## src/rtl/jstk_spi_reader.sv

```systemverilog
// PmodJSTK SPI poller: one 5-byte mode-0 transaction per poll period, outputs updated atomically.
// Define JSTK_LED_EN to drive the LED request bits in the command byte.
module jstk_spi_reader #(
  parameter int unsigned CLK_DIV     = 33,
  parameter int unsigned SS_SETUP    = 1000,
  parameter int unsigned BYTE_GAP    = 700,
  parameter int unsigned POLL_PERIOD = 650000,
  parameter int unsigned CENTER      = 512
) (
  input  logic       clk,
  input  logic       rst,
  input  logic       enable,
  input  logic [1:0] led_in,
  input  logic       miso,
  output logic       sclk,
  output logic       mosi,
  output logic       ss,
  output logic [9:0] data_x,
  output logic [9:0] data_y,
  output logic [2:0] buttons,
  output logic       data_valid,
  output logic       busy
);

  localparam int unsigned CntMax0 = (SS_SETUP > BYTE_GAP) ? SS_SETUP : BYTE_GAP;
  localparam int unsigned CntMax  = (CntMax0 > CLK_DIV) ? CntMax0 : CLK_DIV;
  localparam int unsigned CntW    = $clog2(CntMax + 1);
  localparam int unsigned PollW   = $clog2(POLL_PERIOD);

  typedef enum logic [2:0] {StIdle, StSetup, StShift, StGap, StDone} state_e;

  state_e           state_q, state_d;
  logic [PollW-1:0] poll_q, poll_d;
  logic [CntW-1:0]  cnt_q, cnt_d;
  logic [2:0]       bit_q, bit_d;
  logic [2:0]       byte_q, byte_d;
  logic             sclk_q, sclk_d;
  logic [7:0]       tx_q, tx_d;
  logic [39:0]      rx_q, rx_d;
  logic [9:0]       x_q, x_d, y_q, y_d;
  logic [2:0]       btn_q, btn_d;
  logic [7:0]       cmd_byte;
  logic             poll_wrap;

`ifdef JSTK_LED_EN
  logic [1:0] led_q, led_d;

  always_ff @(posedge clk) begin
    if (!rst) led_q <= 2'b00;
    else      led_q <= led_d;
  end

  always_comb begin
    led_d = led_q;
    if (state_q == StIdle && poll_wrap && enable) led_d = led_in;
  end

  assign cmd_byte = {6'b100000, led_q};
`else
  logic unused_led;
  assign unused_led = ^led_in;
  assign cmd_byte   = 8'h00;
`endif

  // Upper bits of the X/Y high bytes and of the button byte carry no data.
  logic unused_rx;
  assign unused_rx = ^{rx_q[31:26], rx_q[15:10], rx_q[7:3]};

  assign poll_wrap = (poll_q == PollW'(POLL_PERIOD - 1));

  always_comb begin
    state_d = state_q;
    poll_d  = poll_wrap ? '0 : poll_q + PollW'(1);
    cnt_d   = cnt_q;
    bit_d   = bit_q;
    byte_d  = byte_q;
    sclk_d  = sclk_q;
    tx_d    = tx_q;
    rx_d    = rx_q;
    x_d     = x_q;
    y_d     = y_q;
    btn_d   = btn_q;

    unique case (state_q)
      StIdle: begin
        if (poll_wrap && enable) begin
          state_d = StSetup;
          cnt_d   = '0;
          byte_d  = 3'd0;
        end
      end
      StSetup: begin
        if (cnt_q == CntW'(SS_SETUP - 1)) begin
          state_d = StShift;
          cnt_d   = '0;
          bit_d   = 3'd0;
          sclk_d  = 1'b0;
          tx_d    = cmd_byte;
        end else begin
          cnt_d = cnt_q + CntW'(1);
        end
      end
      StShift: begin
        if (cnt_q == CntW'(CLK_DIV - 1)) begin
          cnt_d  = '0;
          sclk_d = ~sclk_q;
          if (!sclk_q) begin
            rx_d = {rx_q[38:0], miso};
          end else if (bit_q == 3'd7) begin
            if (byte_q == 3'd4) begin
              state_d = StDone;
              x_d     = {rx_q[25:24], rx_q[39:32]};
              y_d     = {rx_q[9:8], rx_q[23:16]};
              btn_d   = rx_q[2:0];
            end else begin
              state_d = StGap;
            end
          end else begin
            bit_d = bit_q + 3'd1;
            tx_d  = {tx_q[6:0], 1'b0};
          end
        end else begin
          cnt_d = cnt_q + CntW'(1);
        end
      end
      StGap: begin
        if (cnt_q == CntW'(BYTE_GAP - 1)) begin
          state_d = StShift;
          cnt_d   = '0;
          bit_d   = 3'd0;
          byte_d  = byte_q + 3'd1;
          tx_d    = 8'h00;
        end else begin
          cnt_d = cnt_q + CntW'(1);
        end
      end
      StDone: begin
        state_d = StIdle;
      end
      default: begin
        state_d = StIdle;
      end
    endcase
  end

  always_ff @(posedge clk) begin
    if (!rst) begin
      state_q <= StIdle;
      poll_q  <= '0;
      cnt_q   <= '0;
      bit_q   <= 3'd0;
      byte_q  <= 3'd0;
      sclk_q  <= 1'b0;
      tx_q    <= 8'h00;
      rx_q    <= '0;
      x_q     <= 10'(CENTER);
      y_q     <= 10'(CENTER);
      btn_q   <= 3'b000;
    end else begin
      state_q <= state_d;
      poll_q  <= poll_d;
      cnt_q   <= cnt_d;
      bit_q   <= bit_d;
      byte_q  <= byte_d;
      sclk_q  <= sclk_d;
      tx_q    <= tx_d;
      rx_q    <= rx_d;
      x_q     <= x_d;
      y_q     <= y_d;
      btn_q   <= btn_d;
    end
  end

  assign busy       = (state_q == StSetup) || (state_q == StShift) || (state_q == StGap);
  assign ss         = ~busy;
  assign sclk       = sclk_q;
  assign mosi       = (state_q == StShift) && tx_q[7];
  assign data_valid = (state_q == StDone);
  assign data_x     = x_q;
  assign data_y     = y_q;
  assign buttons    = btn_q;

endmodule

```

## config.mk

```make
export PLATFORM = sky130hd
export DESIGN_NAME = jstk_spi_reader
export DESIGN_NICKNAME = d
export VERILOG_FILES = /design/src/rtl/jstk_spi_reader.sv
export SDC_FILE = /design/constraint.sdc
export NUM_CORES = 1
export LEC_CHECK = 0
export CAP_MARGIN = 10
export CORE_ASPECT_RATIO = 1.1
export CORE_MARGIN = 5
export CORE_UTILIZATION = 50
export CTS_BUF_LIST = sky130_fd_sc_hd__clkbuf_4 sky130_fd_sc_hd__clkbuf_8
export DETAILED_ROUTE_END_ITERATION = 6
export PLACE_DENSITY = 0.79
export SLEW_MARGIN = 20
export SYNTH_ARGS = -nofsm -noshare
export SYNTH_HDL_FRONTEND = slang
export SYNTH_SLANG_ARGS = --single-unit
```

## constraint.sdc

```tcl
create_clock -name clk -period 4.5 [get_ports clk]
set_input_delay 0.675 -clock clk [delete_from_list [all_inputs] [get_ports clk]]
set_output_delay 0.675 -clock clk [all_outputs]
set_load 0.02 [all_outputs]
```

Yosys cells after proc, flatten, opt, wreduce, memory -nomap -nowiden --
Index checks and enable logic that the tools add are counted.
Word-level totals: register bits after elaboration 111, bits in latches 0, bits in writable memories 0, bits in read-only memories 0, bits of input ports 6, memories 0
Cells by class: add/subtract/negate cells 4, $mul 0, div/mod/pow operators 0, $lt $le $gt $ge 0, equality and inequality tests 17, shifts and indexed selects 0, mux-type cells 31, bitwise operators 3, reduce and logical (&&, ||, !) cells 17
Operators by type and width (number):
- 2-to-1 mux 3 bit | 14
- 2-to-1 mux 10 bit | 4
- 2-to-1 mux 8 bit | 5
- one-hot mux 10 bit (4 select lines) | 1
- one-hot mux 8 bit (3 select lines) | 1
- adder 20 x 1 -> 20 bit, second input constant | 1
- equality test 10 bit, second input constant | 2
- equality test 20 bit, second input constant | 1
- != test 2 bit, second input constant | 7
- one-hot mux 3 bit (4 select lines) | 1
- AND reduction 6 bit | 2
- adder 10 x 1 -> 10 bit, second input constant | 1
- equality test 10 x 6 -> 1 bit, second input constant | 1
- equality test 3 bit, second input constant | 3
- one-hot mux 3 bit (3 select lines) | 1
- AND reduction 3 bit | 3
- adder 3 x 1 -> 3 bit, second input constant | 2
- equality test 3 x 2 -> 1 bit, second input constant | 2
- one-hot mux 3 bit (2 select lines) | 1
- AND reduction 5 bit | 1
- nonzero test 2 bit | 2
- nonzero test 4 bit | 1
- equality test 3 x 1 -> 1 bit, second input constant | 1
- zero test 3 bit | 1
- other kinds (8) | 13

Logic depth before layout (Yosys ltp) --
Gate-level depths: netlist (run 1).
depth after elaboration 6, gate-level depth with buffers 9, gate-level depth less buffers 7

Worst setup path after synthesis (run 1) --
OpenSTA, ideal clock, no wires.
path type reg-to-reg, start point register poll_q[7], end point register cnt_q[5], library setup time 0.074 ns, data arrival time 2.040 ns, setup slack 2.386 ns, cell stages (with the launch flop) 6, path buffers 0, clock period less this slack 2.114 ns, cell sequence dfxtp_1 or4_4 nor4_4 a31oi_2 or4b_1 a31oi_1
On the way: cells in the longest elaborated chain, start to end 4
Ends and longest elaborated chain:
- start: declaration | RTL line 33 | logic [PollW-1:0] poll_q, poll_d;
- start signal: assignment | RTL line 161 | poll_q <= poll_d;
- equality test 20 bit | RTL line 69 | assign poll_wrap = (poll_q == PollW'(POLL_PERIOD - 1));
- logical AND 1 bit | RTL line 86 | if (poll_wrap && enable) begin
- != test 2 bit (no line)
- AND reduction 2 bit (no line)
- end signal: assignment | RTL line 162 | cnt_q <= cnt_d;
- end: declaration | RTL line 34 | logic [CntW-1:0] cnt_q, cnt_d;
Every way passes these cells. A chain may end at the register's enable or synchronous reset.

Worst setup path in the final report (run 1) --
start point register state_q[1], end point register x_q[8] (netlist: data_x[8])
On the way: cells in the longest elaborated chain, start to end 2
Ends and longest elaborated chain:
- start: declaration | RTL line 32 | state_e state_q, state_d;
- start signal: assignment | RTL line 148 | state_q <= StIdle;
- start signal: assignment | RTL line 160 | state_q <= state_d;
- equality test 3 x 2 -> 1 bit | RTL line 84 | unique case (state_q)
- AND reduction 5 bit (no line)
- end signal: assignment | RTL line 156 | x_q <= 10'(CENTER);
- end: declaration | RTL line 40 | logic [9:0] x_q, x_d, y_q, y_d;
Every way passes these cells.

==> metrics.md, run 1 <==
| Metric | Value |
|---|---|
| CP startpoint kind | flop |
| Post-Route WL | 8510 µm |
| Initial antenna violation count | 0 |
| Fmax | 0.376 GHz |
| Top cells by area, synth | dfxtp_1, nand2_1, a21oi_1 |
| Port bufs | 30 |
| FF+latch area | 2060 µm² |
| DRC | 0 |
| Multi-input logic area | approximately 2000 µm² |
| Max-slew violation count | 0 |
| Final worst-path cycle share | 59.1% |
| GRT overflow | 0 |
| Hold buffers post-CTS | 0 |
| FP Rows | 35 |
| Die Area | ~10000 µm² |
| Max-cap check violation count | 0 |
| Quantity of gates resized following cts | 0 |
| HP Class | flop to flop |
| Power density cells | 351 nW/µm² |
| Area Growth Syn to Fin | 13.3% |
| Final hold slack | 0.445 ns |
| Tmin final | 2.66 ns |
| Leading area contributor after synthesis | dfxtp_1 |
| Vias | 3548 |
| Antenna viol nets, final | 0 |
| Switch share | between 20% and 30% |
| Post-synthesis sequential area ratio | approximately half |
| Clock Skew | 0.0128 ns |
| Final setup violation count | 0 |
| GP Congestion | 0.809 |
| Nets | 555 |
| DP Wirelength | 5690 µm |
| Post-synthesis cell type count | 43 |
| Core Util, Final | 57.6% |
| Core Box Area | 8320 µm² |
| Initial Util | between 50 and 60% |
| # Post-CTS Setup Buffers | 0 |
| Clock network fraction of total power | 37.8% |
| Crit path max fanout | 23 |
| TritonCTS Sinks | a little over 100 |
| Share of cells above drive strength 1 | approximately 5.3% |
| Register bit total from synthesis | roughly 100 |
| RSZ-0062 raised after global routing | false |
| Pleak | 0.00156 µW |
| CTS tree | done |
| Maximum vdd ir drop | 0.217 mV |
| Normalized max-slew margin | 44.9% |
| TritonCTS Buffers | 9 |
| Placed Cells | 642 |
| Int Pwr | 1290 µW |
| Boundary Pins | 34 |
| Syn Area/Cell | 7.96 µm² |
| Post-Syn Nets | 544 |
| Status | completed |
| Slack of the critical path | 1.84 ns |
| CTS root buf | clkbuf_8 |
| Cell Area, Synth | around 4200 µm² |
| Number of hold violations in the final report | 0 |
| Post-route insts no fill | between 600 and 700 |
| Worst path arrival time | between 2 and 3 ns |
| Average wire per standard cell | 12.9 µm |
| Pre-CTS setup slack | 1.76 ns |
| Vias in the first global route | about 3500 |
| Clock Path Buffers | 2 |
| Net Sw Power | 386 µW |
| Final TNS setup | 0 ns |
| Fillers | 760 |
| Worst slew pin tran | between 0.8 and 0.9 ns |
| Drt pass-1 iters | 4 |
| Critical path class | flop to flop |
| Nature of the critical path endpoint | flop |
| Largest net degree at the start of global routing | 42 |
| Yosys warnings | 0 |
| Comb pwr share | 6.6% |
| H-tree lvl count | 3 |
| # diodes | 0 |
| Via-per-instance ratio | 5.40 |
| Chip height | 106 µm |
| GR Util All Layers | approximately 17% |
| Required @ worst endpoint | 4.72 ns |
| Sequential share of power | a little under three fifths |
| First-pass GRT wire length | roughly 15000 µm |
| Die Width | 97.7 µm |
| 1st-iter DRT viols | 158 |
| Cells after Synth | between 500 and 600 |
| Skew-Pair Late Insertion Delay | approximately 0.36 ns |
| Yosys top cell area share | around half |
| Clk pin slew, worst setup/hold paths | 0.10 ns |
## layout make-up
type                            count  area share [%]
Tap cell                          111            2.90
Sequential cell                   103            43.0
Timing Repair Buffer               33            6.73
Clock buffer                       11            3.03
Inverter                            8           0.626
Clock inverter                      4            1.62
Multi-Input combinational cell    387            42.1
## power by group through the flow
stage	registers (µW)	clock network (µW)	logic (µW)
floorplan	948	0	89.2
global placement	956	0	107
CTS	935	654	111
detailed placement	957	0	110
global route	938	688	124
finish	935	635	110
## layout by cell type, fill, tap and decap left out, drive strengths merged, types with 4 or more instances in the layout
cell type / netlist / routed
nand3: 21 / 21
xnor2: 10 / 10
nor2b: 5 / 5
or3: 7 / 7
nand4: 7 / 7
clkdlybuf4s50: 0 / 30
o31ai: 5 / 5
nand2: 154 / 154
a21oi: 72 / 72
nor3: 7 / 7
clkbuf: 32 / 11
xor2: 8 / 8
dfxtp: 103 / 103
a31oi: 6 / 6
ha: 7 / 7
o21ai: 7 / 7
nor4: 4 / 4
inv: 8 / 9
and3: 5 / 5
nor2: 32 / 32
## critical path, cell delays in order, from the launching register on
cell,delay [ns]
dfxtp_1,0.51
nor3b_1,0.56
nand4_1,0.36
or3_1,0.81
nand2_1,0.20
a21oi_1,0.08
## cell families (layout without fill, tap and decap cells)
group                    Yosys count  in the layout  synth area share [%]
AO/OA/AOI/OAI                     95             95                  12.3
multiplexers                       3              3                 0.710
buffers and inverters             41             56                  3.73
adder cells (fa/ha/maj)            7              7                  2.07
flip-flops                       103            103                  48.8
AND/OR/NAND/NOR                  263            263                  28.6
XOR/XNOR                          18             18                  3.73
other                              1              1                0.0887
## layer usage
metal / GRT usage (%) / vias to the layer above / part of all wire [%]
li1: - / 1801 / -
met1: 19.3 / 1671 / 44
met3: 3.35 / 7 / 4.2
met5: 0 / - / 0
met4: 5.54 / 0 / 1.0
met2: 31.9 / 69 / 50
## Yosys cell counts
| cell type | count |
|---|---|
| or3b_1 | 2 |
| and3_1 | 5 |
| and3b_1 | 1 |
| or3_1 | 7 |
| a22oi_1 | 1 |
| a41o_1 | 1 |
| a31oi_1 | 5 |
| clkbuf_1 | 32 |
| o21ai_0 | 7 |
| nand4b_1 | 2 |
| or4_4 | 1 |
| or4b_1 | 2 |
| inv_1 | 8 |
| dfxtp_1 | 103 |
| or2_2 | 2 |
| or4bb_1 | 1 |
| nand2b_1 | 1 |
| a31oi_2 | 1 |
| conb_1 | 1 |
| nor2_1 | 32 |
| a41oi_1 | 1 |
| and2_1 | 1 |
| nand4_1 | 7 |
| and4_1 | 2 |
| nand2_1 | 154 |
| nand3_1 | 21 |
| buf_4 | 1 |
| xnor2_1 | 10 |
| ha_1 | 7 |
| nor4_1 | 3 |
| nor4bb_1 | 1 |
| a31o_2 | 2 |
| xor2_1 | 8 |
| a21oi_1 | 72 |
| o31ai_1 | 5 |
| nor2b_1 | 5 |
| mux2i_1 | 3 |
| nor4_4 | 1 |
| nor3_1 | 6 |
| nor3_2 | 1 |
| or4_1 | 2 |
| nand3b_1 | 1 |
| nor3b_1 | 2 |
## registers in the layout, summed over array words and instances (netlist names)
signal	cells
rx_q	40
poll_q	20
cnt_q	10
data_x	10
data_y	10
bit_q	3
buttons	3
byte_q	3
state_q	3
sclk	1
## metrics by stage
stage,power [µW],instance area [µm²]
after floorplan,1040,4230
after global placement,1060,4570
after detailed placement,1070,4570
after CTS,1700,4790
after global routing,1750,4790
final,1680,4790
## final timing paths
| check | from | endpoint | slack, ns | cells past startpoint |
|---|---|---|---|---|
| setup / recovery | state_q[1] | data_x[8] | 1.84 | 5 |
| hold / removal | poll_q[0] | poll_q[0] | 0.45 | 1 |
| setup reg to reg | state_q[1] | data_x[8] | 1.84 | 5 |
| hold reg to reg | poll_q[0] | poll_q[0] | 0.45 | 1 |
Power figures use the tool's default switching activity.
==> run 2, diff against run 1 <==
Settings changed: PLACE_DENSITY 0.79 to 0.82.
Clock period 4.5 ns to 2.4 ns, I/O delays scaled along.
==> run 2 against run 1 <==
- die area stayed put
- first-iteration DRC count up 24%
- highest routed layer unchanged
- combinational power increased by 120%
- clock power increased by 62%
- hold slack better by 0.00071 ns
- setup slack worse by 1.8 ns
- cell area up 1.6%
- clock-buffer cell count shrank 1
- largest power group unchanged
==> metrics.md, run 2 (synthesized netlist as in run 1, its figures left out) <==
| Metric | Value |
|---|---|
| Crit path max fanout | 11 |
| Register bank with the most flops | rx_q |
| Power density cells | 622 nW/µm² |
| CP bufs+invs | 1 |
| Most used cell, CP | nor2_1 |
| H-tree lvl count | 3 |
| Required @ worst endpoint | a little over 2 ns |
| Skew-Pair Late Insertion Delay | 0.37 ns |
| Vias | 3619 |
| Final TNS setup | 0 ns |
| Normalized max-slew margin | 64.3% |
| Share of cells above drive strength 1 | 7.72% |
| Most common cell after layout, fill and taps aside | nand2_1 |
| Max incr delay on CP | 0.66 ns |
| Clock Path Buffers | 2 |
| Nets | 565 |
| Largest net degree at the start of global routing | 42 |
| GR Util All Layers | 17.5% |
| Critical path class | flop to output pin |
| Final worst-path cycle share | between 90% and 100% |
| DP Wirelength | 5890 µm |
| R2R Path End | byte_q[1] |
| Max reg flops | 40 |
| Maximum vdd ir drop | 0.375 mV |
| Core Util, Final | 58.5% |
| Setup crit end | busy |
| Pleak | 0.00160 µW |
| CP startpoint kind | flop |
| Fmax | 0.429 GHz |
| CTS tree | done |
| Post-route insts no fill | 668 |
| Largest regs | rx_q x40, poll_q x20 |
| RR Startpoint | poll_q[10] |
| Status | completed |
| First-pass GRT wire length | 15300 µm |
| Worst R2R Setup Slack | 0.12 ns |
| Clk pin slew, worst setup/hold paths | 0.10 ns |
| Via-per-instance ratio | approximately 5.4 |
| Core Box Area | 8320 µm² |
| TritonCTS Buffers | 9 |
| Cell Chain, Critical Path | nor2_1 -> nor2_1 -> clkdlybuf4s50_1 |
| HP Class | flop to flop |
| Post-Route WL | 8870 µm |
| Crit path max-delay family | buffers and inverters |
| Port bufs | 30 |
| Initial Util | 50.8% |
| DRC | 0 |
| GP Congestion | 0.881 |
| Max-cap check violation count | 0 |
| Vias in the first global route | 3429 |
| Number of hold violations in the final report | 0 |
| Antenna viol nets, final | 0 |
| Worst path arrival time | between 1.5 and 2 ns |
| Drt pass-1 iters | 5 |
| Die Area | 10400 µm² |
| CTS root buf | clkbuf_8 |
| Most frequent cells in the layout | nand2_1, dfxtp_1, a21oi_1 |
| Initial antenna violation count | 0 |
| Worst slew pin tran | 0.530 ns |
| Die Width | 97.7 µm |
| Area Growth Syn to Fin | 15.1% |
| Final hold slack | 0.446 ns |
| Tmin final | 2.33 ns |
| FP Rows | 35 |
| Clock Skew | about 0.010 ns |
| Crit. path cell count | 3 |
| Max-slew violation count | 0 |
| GRT overflow | 0 |
| Worst r2r path cells | 6 |
| Boundary Pins | 34 |
| Crit-path slowest cell | clkdlybuf4s50_1 |
| Nature of the critical path endpoint | output pin |
| Chip height | 106 µm |
| # diodes | 0 |
| 1st-iter DRT viols | between 150 and 200 |
| TritonCTS Sinks | ~100 |
| Average wire per standard cell | 13.3 µm |
| RSZ-0062 raised after global routing | true |
| Critical Path Source | state_q[1] |
| Final setup violation count | 0 |
| Placed Cells | 651 |
[run 2: metrics by stage]
step,worst slack [ns],power [µW],area (µm²)
floorplan,0.286,1950,4230
global placement,0.161,2010,4650
detailed placement,0.0918,2020,4650
CTS,0.0689,3040,4840
global route,-0.0267,3160,4870
finish,0.0713,3030,4870
[run 2: cell type report]
class                   count  area (µm²)
clock buffers              10         138
clock inverters             6        50.0
fillers                   735        3450
inverters                   8        30.0
multi-input cells         387        2040
flip-flops and latches    103        2060
well taps                 111         139
repair buffers             43         410
[run 2: power by group]
part	total (µW)	internal (µW)	leakage, µW	switching [µW]
combinational	239	98.6	0.000674	141
sequential	1760	1730	0.000831	30.3
clock	1030	420	0.0000952	612
total	3030	2250	0.00160	783
[run 2: layer usage]
layer  global-route usage [%]  up-vias  wire, µm
met5                        0        -         0
met4                     7.22        0       164
met3                     4.13       18       457
met2                     31.0       73      4390
met1                     20.2     1712      3860
li1                         -     1816         -
[run 2: what timing repair did]
item / in CTS / in global routing
hold buffers: 0 / 0
buffers inserted: 0 / 1
setup endpoints to repair: 0 / 52
resized for setup: 0 / 5
[run 2: worst min-delay path by stage]
stage	start	end	cells past startpoint	slack, ns
4_1_cts	poll_q[0]	poll_q[0]	1	0.45
2_1_floorplan	poll_q[0]	poll_q[0]	1	0.41
3_5_place_dp	poll_q[0]	poll_q[0]	1	0.44
5_1_grt	poll_q[0]	poll_q[0]	1	0.47
3_3_place_gp	poll_q[0]	poll_q[0]	1	0.42
6_report	poll_q[0]	poll_q[0]	1	0.45
